===== src/rtl/onehot_decode_fifo.sv =====
// Small valid/ready FIFO of 2-bit codes with a one-hot decoded head and
// per-code saturating delivery counters for debug readback.
module onehot_decode_fifo #(
    parameter  int DEPTH = 4,
    parameter  int CNT_W = 8,
    localparam int LVL_W = $clog2(DEPTH) + 1
) (
    input  logic             clk,
    input  logic             rst_n,
    input  logic             in_valid,
    input  logic [1:0]       in_code,
    output logic             in_ready,
    output logic             out_valid,
    output logic [3:0]       out_onehot,
    input  logic             out_ready,
    output logic [LVL_W-1:0] level,
    input  logic             cnt_clr,
    input  logic [1:0]       cnt_sel,
    output logic [CNT_W-1:0] cnt_out
);

    localparam int PTR_W = LVL_W - 1;

    typedef logic [1:0] code_t;

    code_t            mem_q [DEPTH];
    code_t            mem_d [DEPTH];
    logic [PTR_W-1:0] wr_ptr_q, wr_ptr_d;
    logic [PTR_W-1:0] rd_ptr_q, rd_ptr_d;
    logic [LVL_W-1:0] level_q, level_d;
    logic [CNT_W-1:0] cnt_q [4];
    logic [CNT_W-1:0] cnt_d [4];

    logic  push;
    logic  pop;
    code_t head_code;

    // A full FIFO refuses pushes even when a pop frees a slot in the same cycle.
    assign in_ready   = (level_q != LVL_W'(DEPTH));
    assign out_valid  = (level_q != '0);
    assign push       = in_valid & in_ready;
    assign pop        = out_valid & out_ready;
    assign head_code  = mem_q[rd_ptr_q];
    assign out_onehot = out_valid ? (4'b0001 << head_code) : 4'b0000;
    assign level      = level_q;
    assign cnt_out    = cnt_q[cnt_sel];

    always_comb begin
        // NOTE: every signal gets a default first so no path leaves it unassigned (no latches).
        mem_d    = mem_q;
        wr_ptr_d = wr_ptr_q;
        rd_ptr_d = rd_ptr_q;
        level_d  = level_q;
        cnt_d    = cnt_q;

        if (push) begin
            mem_d[wr_ptr_q] = in_code;
            wr_ptr_d        = wr_ptr_q + PTR_W'(1);
        end
        if (pop) begin
            rd_ptr_d = rd_ptr_q + PTR_W'(1);
        end

        case ({push, pop})
            2'b10:   level_d = level_q + LVL_W'(1);
            2'b01:   level_d = level_q - LVL_W'(1);
            default: level_d = level_q;
        endcase

        // Clear wins over a same-cycle delivery.
        if (cnt_clr) begin
            for (int i = 0; i < 4; i++) begin
                cnt_d[i] = '0;
            end
        end else if (pop && (cnt_q[head_code] != '1)) begin
            cnt_d[head_code] = cnt_q[head_code] + CNT_W'(1);
        end
    end

    // NOTE: sequential state uses non-blocking assignments so all flops update together.
    always_ff @(posedge clk or negedge rst_n) begin
        if (!rst_n) begin
            wr_ptr_q <= '0;
            rd_ptr_q <= '0;
            level_q  <= '0;
            for (int i = 0; i < 4; i++) begin
                cnt_q[i] <= '0;
            end
        end else begin
            wr_ptr_q <= wr_ptr_d;
            rd_ptr_q <= rd_ptr_d;
            level_q  <= level_d;
            cnt_q    <= cnt_d;
        end
    end

    // NOTE: storage is not reset; level decides which entries are meaningful.
    always_ff @(posedge clk) begin
        mem_q <= mem_d;
    end

endmodule


===== config.mk =====
export PLATFORM = sky130hd
export DESIGN_NAME = onehot_decode_fifo
export DESIGN_NICKNAME = d
export VERILOG_FILES = /design/src/rtl/onehot_decode_fifo.sv
export SDC_FILE = /design/constraint.sdc
export NUM_CORES = 1
export LEC_CHECK = 0
export CORE_MARGIN = 2
export CORE_UTILIZATION = 35
export DETAILED_ROUTE_END_ITERATION = 8
export SLEW_MARGIN = 20
export SYNTH_ARGS = -nofsm -noshare
export SYNTH_HDL_FRONTEND = slang
export SYNTH_SLANG_ARGS = --single-unit
export TNS_END_PERCENT = 30

===== constraint.sdc =====
create_clock -name clk -period 7.7 [get_ports clk]
set_input_delay 2.31 -clock clk [delete_from_list [all_inputs] [get_ports clk]]
set_output_delay 2.31 -clock clk [all_outputs]
set_load 0.02 [all_outputs]

==> results of run 1 <==
per-layer routing:
| layer | track usage (%) | vias up |
|---|---|---|
| met5 | 0 | - |
| met4 | 3.986 | 0 |
| met3 | 2.006 | 5 |
| met2 | 22.98 | 21 |
| met1 | 20.52 | 950 |
| li1 | - | 914 |
cells in the final DEF (no fill, tap or decap), types with 2 or more instances in the layout:
cell type,count
nand3_1,12
ha_1,6
and3_1,4
o21ai_0,6
nor2_1,20
edfxtp_1,8
mux2i_1,35
mux2_2,3
xor2_1,5
and2_1,2
nor3_1,9
a21oi_1,14
inv_1,11
mux2i_2,2
a311oi_1,3
dfrtp_1,39
nor2b_1,2
mux4_2,13
nand2_1,13
clkdlybuf4s50_1,24
xnor2_1,7
clkbuf_8,5
worst max-delay path by stage:
stage               start          to  slack (ps)  cells after the start
3_3_place_gp   cnt_sel[0]  cnt_out[2]        1050                      3
3_5_place_dp   cnt_sel[0]  cnt_out[2]        1060                      3
4_1_cts        cnt_sel[0]  cnt_out[2]        1050                      3
5_1_grt        cnt_sel[0]  cnt_out[1]         990                      3
2_1_floorplan  cnt_sel[0]  cnt_out[0]        2050                      2
6_report       cnt_sel[0]  cnt_out[2]        1090                      3
final cells by class:
| class | count | area [µm²] |
|---|---|---|
| multi-input combinational | 169 | 1464 |
| fill | 780 | 4558 |
| clock buffer | 6 | 93.84 |
| clock inverter | 2 | 13.76 |
| inverter | 11 | 41.29 |
| tap | 102 | 127.6 |
| sequential | 47 | 1216 |
| timing repair buffer | 26 | 252.7 |
per-stage QoR:
step	hold WS, ps	std cells
2_1_floorplan	506.4	242
3_3_place_gp	516.3	355
3_5_place_dp	517.5	355
4_1_cts	534.4	363
5_1_grt	552.5	363
6_report	531.5	363
state kept, by name, summed over array words and instances, names as in the netlist:
name      cells
mem_q         8
level         3
rd_ptr_q      2
wr_ptr_q      2
cnt_q        32
power by group:
group          switching, mW  internal (mW)
registers             0.0447          0.299
clock network         0.0852         0.0837
logic                  0.286          0.210
total                  0.416          0.593
cells by family after synthesis:
family | share of synthesized area, %
flops | 42.91
xor+xnor | 3.709
fa+ha+maj | 3.355
compound gates | 7.595
mux | 24.86
simple gates | 12.14
buf+inv | 5.431
==> tab_implementation.tex, run 1 <==
\begin{tabular}{lr}
\hline
Metric & Value \\
\hline
\multicolumn{2}{l}{\textbf{Worst hold path}} \\
Worst min-delay path endpoint & level[2] \\
Depth of the worst hold-timing path & 1 \\
Path type of the worst min-delay path & reg -> reg \\
Hold Startpoint & level[2] \\
\multicolumn{2}{l}{\textbf{Route}} \\
Routed met3 length & 108 µm \\
DR DRC count & 0 \\
Post-detailed-route count of antenna-violating nets & 0 \\
Vias after detailed routing & 1890 \\
Sum of met2 wire segment lengths after detailed routing & 2.689 mm \\
Total iterations of the first detailed-routing run & 4 \\
Routed length on met1 & 2.931 mm \\
Routed wirelength normalized by instance count & 15.98 µm \\
Drt first-iter violations & 80 \\
DR top layer & met4 \\
Vias per cell & 5.207 \\
Post-Route WL & 5.800 mm \\
\multicolumn{2}{l}{\textbf{Timing}} \\
Fin worst setup slack & 1085 ps \\
Final hold vios & 0 \\
Top achievable clock speed & 151.2 MHz \\
Count of pins over their slew limit & 0 \\
Final count of negative-setup-slack endpoints & 0 \\
Worst-case headroom to the max-slew limit & 40.12\% \\
Final-layout setup total negative slack & 0 ps \\
Post-layout minimum cycle time & 6615 ps \\
Worst Clk Skew & 10.08 ps \\
Final Cycle Share & 85.91\% \\
Worst-margin pin slew & 898.2 ps \\
RSZ-0062 raised after global routing & false \\
\multicolumn{2}{l}{\textbf{Logic synthesis}} \\
Avg Cell Area, Syn & 11.71 µm² \\
Cell area after technology mapping & 0.002834 mm² \\
Synthesized flop and latch total & 47 \\
Share of the synthesized area in the top cell type & 34.44\% \\
Top cells by area in the synthesized netlist & dfrtp\_1, mux2i\_1, mux4\_2 \\
Post-synth EDFFs & 8 \\
Cell with the most instances after synthesis & dfrtp\_1 \\
Post-Synthesis Net Count & 258 \\
Warning count from the yosys run & 0 \\
Number of distinct standard cells referenced by the synthesized netlist & 37 \\
Async set or reset register ratio after synthesis & 82.98\% \\
Sequential cell area fraction in the yosys report & 42.91\% \\
Most frequent cells after synthesis & dfrtp\_1, mux2i\_1, nor2\_1, a21oi\_1 \\
Post-Synthesis Cells & 242 \\
Post-synthesis cell type with the largest combined area & dfrtp\_1 \\
Dominant synthesized flop cell & dfrtp\_1 \\
\multicolumn{2}{l}{\textbf{Die}} \\
Area of the die & 0.008833 mm² \\
Core region area & 0.007767 mm² \\
Die H & 93.99 µm \\
Standard-cell row count & 32 \\
Starting density of the core & 36.49\% \\
IO Count & 26 \\
Horizontal die dimension & 93.99 µm \\
\multicolumn{2}{l}{\textbf{Placed design}} \\
Setup slack at placement & 1063 ps \\
Quantity of I/O buffers inserted on ports & 25 \\
Detail Placement HPWL & 3.941 mm \\
Instance area at placement & 0.003102 mm² \\
Routability congestion estimate & 0.7908 \\
\multicolumn{2}{l}{\textbf{Clock tree}} \\
Clock Tree Root & clkbuf\_8 \\
CTS Buf Count & 5 \\
Number of buffers on the longest clock path & 2 \\
Clock latency on the worst-skew pair & 300 ps \\
Max H-tree Level & 2 \\
CTS hold repair buffers & 0 \\
Clock transition time at the flip-flop clock pins of the worst setup and hold paths & 80 ps \\
CTS-repair resized insts & 0 \\
Setup repair bufs after CTS & 0 \\
Clk sinks & 47 \\
TritonCTS clock tree & yes \\
\multicolumn{2}{l}{\textbf{Critical path}} \\
Critical register-to-register path startpoint & rd\_ptr\_q[0] \\
Critical Path End Type & primary output \\
Setup Crit Path Kind & in -> out \\
Setup crit start kind & primary input \\
Arrival time reported for the critical path endpoint & 4300 ps \\
R2R Setup Slk & 4040 ps \\
CP max FO & 8 \\
CP top delay family & buffers and inverters \\
Worst-path cell with the longest stage delay & clkdlybuf4s50\_1 \\
Worst reg2reg path endpoint & cnt\_q[0] \\
Required arrival time at the worst endpoint & 5390 ps \\
Most frequent CP cell & clkdlybuf4s50\_1 \\
Maximum cell stage delay along the critical path & 840 ps \\
Cells along the critical path & clkdlybuf4s50\_1, mux4\_2, clkdlybuf4s50\_1 \\
Number of buffers and inverters on the critical path & 2 \\
Cell depth of the worst flop-to-flop path & 10 \\
\multicolumn{2}{l}{\textbf{Layout}} \\
Diode insertion count for antenna repair & 0 \\
Final Core Density & 41.32\% \\
Synth-to-Final Area Change & 13.25\% \\
NumNets Final & 276 \\
Layout cell share with drive strength beyond 1 & 13.41\% \\
Final instance area & 0.003209 mm² \\
\multicolumn{2}{l}{\textbf{GRT}} \\
Global-route wire length before repair & 9.908 mm \\
Number of global-route vias before repair & 1899 \\
Initial antenna violation count & 0 \\
GRT Residual Overflow & 0 \\
Maximum number of pins on one net before global-route repair & 40 \\
GR Util All Layers & 14.39\% \\
\multicolumn{2}{l}{\textbf{Power and ir drop}} \\
Leakage power figure & 1.445 nW \\
IR Drop Worst-Case VDD & 0.0001486 V \\
Power density of the placed cells & 314.5 mW/mm² \\
Power after layout & 1.009 mW \\
\multicolumn{2}{l}{\textbf{Job}} \\
Number of max-capacitance violations reported & 0 \\
\multicolumn{2}{l}{\textbf{Outcome}} \\
Run status & finished, final reports clean \\
\hline
\end{tabular}
Note: power is estimated with default switching activity, not from simulation.
==> run 2: changes to the inputs <==
--- a/config.mk
+++ b/config.mk
@@ -8,6 +8,7 @@
 export CORE_MARGIN = 2
 export CORE_UTILIZATION = 35
 export DETAILED_ROUTE_END_ITERATION = 8
+export PLACE_DENSITY = 0.54
 export SLEW_MARGIN = 20
 export SYNTH_ARGS = -nofsm -noshare
 export SYNTH_HDL_FRONTEND = slang
==> run 2 against run 1 <==
Net effect: clock-buffer cell count did not move; sequential share of layout area fell by 0.29 points; final cell count did not move; global-route usage rose by 1.0 points; clock power rose by 26%; critical path depth did not move; worst setup slack got worse by 49 ps; non-clock buffer count did not move; highest routed layer unchanged.
==> tab_implementation.tex, run 2 (same netlist as run 1, synthesis figures left out) <==
\begin{tabular}{lr}
\hline
Metric & Value \\
\hline
\multicolumn{2}{l}{\textbf{Critical path}} \\
Most frequent CP cell & clkdlybuf4s50\_1 (unchanged) \\
Worst reg2reg path endpoint & cnt\_q[0] (unchanged) \\
R2R Setup Slk & 4020 ps (was 4040 ps) \\
Worst-path cell with the longest stage delay & clkdlybuf4s50\_1 (unchanged) \\
Arrival time reported for the critical path endpoint & 4350 ps (was 4300 ps) \\
Maximum cell stage delay along the critical path & 880 ps (was 840 ps) \\
Critical register-to-register path startpoint & rd\_ptr\_q[0] (unchanged) \\
CP top delay family & buffers and inverters (unchanged) \\
Setup crit start kind & primary input (unchanged) \\
Cells along the critical path & clkdlybuf4s50\_1, mux4\_2, clkdlybuf4s50\_1 (unchanged) \\
CP max FO & 8 (unchanged) \\
Required arrival time at the worst endpoint & 5390 ps (about the same) \\
Setup Crit Path Kind & in -> out (unchanged) \\
Critical Path End Type & primary output (unchanged) \\
Cell depth of the worst flop-to-flop path & 10 (unchanged) \\
Number of buffers and inverters on the critical path & 2 (unchanged) \\
\multicolumn{2}{l}{\textbf{Clock tree}} \\
CTS hold repair buffers & 0 (unchanged) \\
CTS-repair resized insts & 0 (unchanged) \\
Setup repair bufs after CTS & 0 (unchanged) \\
Max H-tree Level & 2 (unchanged) \\
CTS Buf Count & 5 (unchanged) \\
Clock transition time at the flip-flop clock pins of the worst setup and hold paths & 80 ps (about the same) \\
Clk sinks & 47 (unchanged) \\
TritonCTS clock tree & yes (unchanged) \\
Clock latency on the worst-skew pair & 300 ps (about the same) \\
Number of buffers on the longest clock path & 2 (unchanged) \\
Clock Tree Root & clkbuf\_8 (unchanged) \\
\multicolumn{2}{l}{\textbf{Layout}} \\
Diode insertion count for antenna repair & 0 (unchanged) \\
Area taken by flip-flops and latches & 0.001216 mm² (unchanged) \\
Total of fill cells in the finished design & 764 (was 780) \\
Final Core Density & 41.64\% (was 41.32\%) \\
Layout cell share with drive strength beyond 1 & 13.03\% (was 13.41\%) \\
Area taken by multi-input logic gates & 0.001464 mm² (unchanged) \\
Final instance area & 0.003234 mm² (was 0.003209 mm²) \\
NumNets Final & 276 (unchanged) \\
Register ranked first by flip-flop count & cnt\_q (unchanged) \\
Most frequent standard cell in the layout excluding fill and tap cells & dfrtp\_1 (unchanged) \\
Largest register FFs & 32 (unchanged) \\
Synth-to-Final Area Change & 14.13\% (was 13.25\%) \\
Commonest cells after routing, fill and taps aside & dfrtp\_1, mux2i\_1, clkdlybuf4s50\_1 (unchanged) \\
\multicolumn{2}{l}{\textbf{Die}} \\
Horizontal die dimension & 93.99 µm (unchanged) \\
IO Count & 26 (unchanged) \\
Standard-cell row count & 32 (unchanged) \\
Area of the die & 0.008833 mm² (unchanged) \\
Die H & 93.99 µm (unchanged) \\
Core region area & 0.007767 mm² (unchanged) \\
Starting density of the core & 36.49\% (unchanged) \\
\multicolumn{2}{l}{\textbf{Placed design}} \\
Detail Placement HPWL & 4.100 mm (was 3.941 mm) \\
Routability congestion estimate & 0.7454 (was 0.7908) \\
Instance area at placement & 0.003102 mm² (unchanged) \\
Quantity of I/O buffers inserted on ports & 25 (unchanged) \\
Setup slack at placement & 1035 ps (was 1063 ps) \\
\multicolumn{2}{l}{\textbf{Timing}} \\
Top achievable clock speed & 150.1 MHz (was 151.2 MHz) \\
Worst-case headroom to the max-slew limit & 39.29\% (was 40.12\%) \\
Fin worst setup slack & 1036 ps (was 1085 ps) \\
Hold Slack & 532.9 ps (was 531.5 ps) \\
Final Cycle Share & 86.55\% (was 85.91\%) \\
RSZ-0062 raised after global routing & false (unchanged) \\
Worst Clk Skew & 7.806 ps (was 10.08 ps) \\
Post-layout minimum cycle time & 6664 ps (was 6615 ps) \\
Final-layout setup total negative slack & 0 ps (unchanged) \\
Worst-margin pin slew & 910.7 ps (was 898.2 ps) \\
Count of pins over their slew limit & 0 (unchanged) \\
Final count of negative-setup-slack endpoints & 0 (unchanged) \\
Final hold vios & 0 (unchanged) \\
\multicolumn{2}{l}{\textbf{GRT}} \\
GRT Residual Overflow & 0 (unchanged) \\
Initial antenna violation count & 0 (unchanged) \\
Global-route wire length before repair & 10.47 mm (was 9.908 mm) \\
Number of global-route vias before repair & 1993 (was 1899) \\
GR Util All Layers & 15.39\% (was 14.39\%) \\
Maximum number of pins on one net before global-route repair & 40 (unchanged) \\
\multicolumn{2}{l}{\textbf{Worst hold path}} \\
Hold Startpoint & level[2] (unchanged) \\
Depth of the worst hold-timing path & 1 (unchanged) \\
Worst min-delay path endpoint & level[2] (unchanged) \\
Path type of the worst min-delay path & reg -> reg (unchanged) \\
\multicolumn{2}{l}{\textbf{Route}} \\
Total iterations of the first detailed-routing run & 4 (unchanged) \\
Vias per cell & 5.289 (was 5.207) \\
Post-Route WL & 6.218 mm (was 5.800 mm) \\
Vias after detailed routing & 1920 (was 1890) \\
Post-detailed-route count of antenna-violating nets & 0 (unchanged) \\
DR DRC count & 0 (unchanged) \\
Routed wirelength normalized by instance count & 17.13 µm (was 15.98 µm) \\
Drt first-iter violations & 141 (was 80) \\
\multicolumn{2}{l}{\textbf{Job}} \\
Number of max-capacitance violations reported & 0 (unchanged) \\
\multicolumn{2}{l}{\textbf{Power and ir drop}} \\
Power density of the placed cells & 327.3 mW/mm² (was 314.5 mW/mm²) \\
IR Drop Worst-Case VDD & 0.0001035 V (was 0.0001486 V) \\
Leakage power figure & 1.454 nW (was 1.445 nW) \\
\multicolumn{2}{l}{\textbf{Outcome}} \\
Run status & finished, final reports clean (unchanged) \\
\hline
\end{tabular}
==> run 2: changes by cell type in the layout (fill, tap and decap cells not counted), sizes merged <==
cell,previous run,this run
clkinv,2,0
bufinv,0,2
==> run 2: power by group <==
group	switching, mW	internal, mW	leakage (nW)
combinational	0.291	0.210	0.789
sequential	0.0457	0.299	0.599
clock	0.0828	0.130	0.0654
total	0.420	0.639	1.45
==> run 2: layout make-up <==
class | instances | area share (%)
sequential | 47 | 37.60
clock inverter | 2 | 1.857
tap | 102 | 3.946
multi-input combinational | 169 | 45.26
clock buffer | 6 | 2.244
timing repair buffer | 26 | 7.814
inverter | 11 | 1.277
==> run 2: stage by stage <==
step / power (mW) / instances
detailed placement: 0.8555 / 355
global placement: 0.8520 / 355
finish: 1.059 / 363
floorplan: 0.7439 / 242
global route: 1.125 / 363
CTS: 1.070 / 363
==> run 2: how the worst max path moves through the flow <==
stage | startpoint | to | slack, ps | cells after the start
2_1_floorplan | cnt_sel[0] | cnt_out[0] | 2050 | 2
3_3_place_gp | cnt_sel[0] | cnt_out[2] | 1030 | 3
3_5_place_dp | cnt_sel[0] | cnt_out[2] | 1040 | 3
4_1_cts | cnt_sel[0] | cnt_out[2] | 1010 | 3
5_1_grt | cnt_sel[0] | cnt_out[1] | 980 | 3
6_report | cnt_sel[0] | cnt_out[2] | 1040 | 3
==> run 2: worst reg2reg max path, stage by stage (launching register included) <==
cell      delay (ps)
dfrtp_1          590
mux4_2           890
mux2i_1          260
nor2_1            50
nor2_1           250
inv_1            190
ha_1             300
nand3_4          140
o211a_1          530
a21oi_1          140
a311oi_1         260
==> run 2: per-layer routing <==
| layer | routed length [µm] | share of wire, % | up-vias | global-route usage [%] |
|---|---|---|---|---|
| met4 | 77 | 1.2 | 0 | 5.072 |
| met3 | 121 | 1.9 | 5 | 1.926 |
| met2 | 2920 | 47 | 22 | 24.17 |
| met1 | 3099 | 50 | 974 | 22.07 |
| li1 | - | - | 919 | - |
| met5 | 0 | 0 | - | 0 |
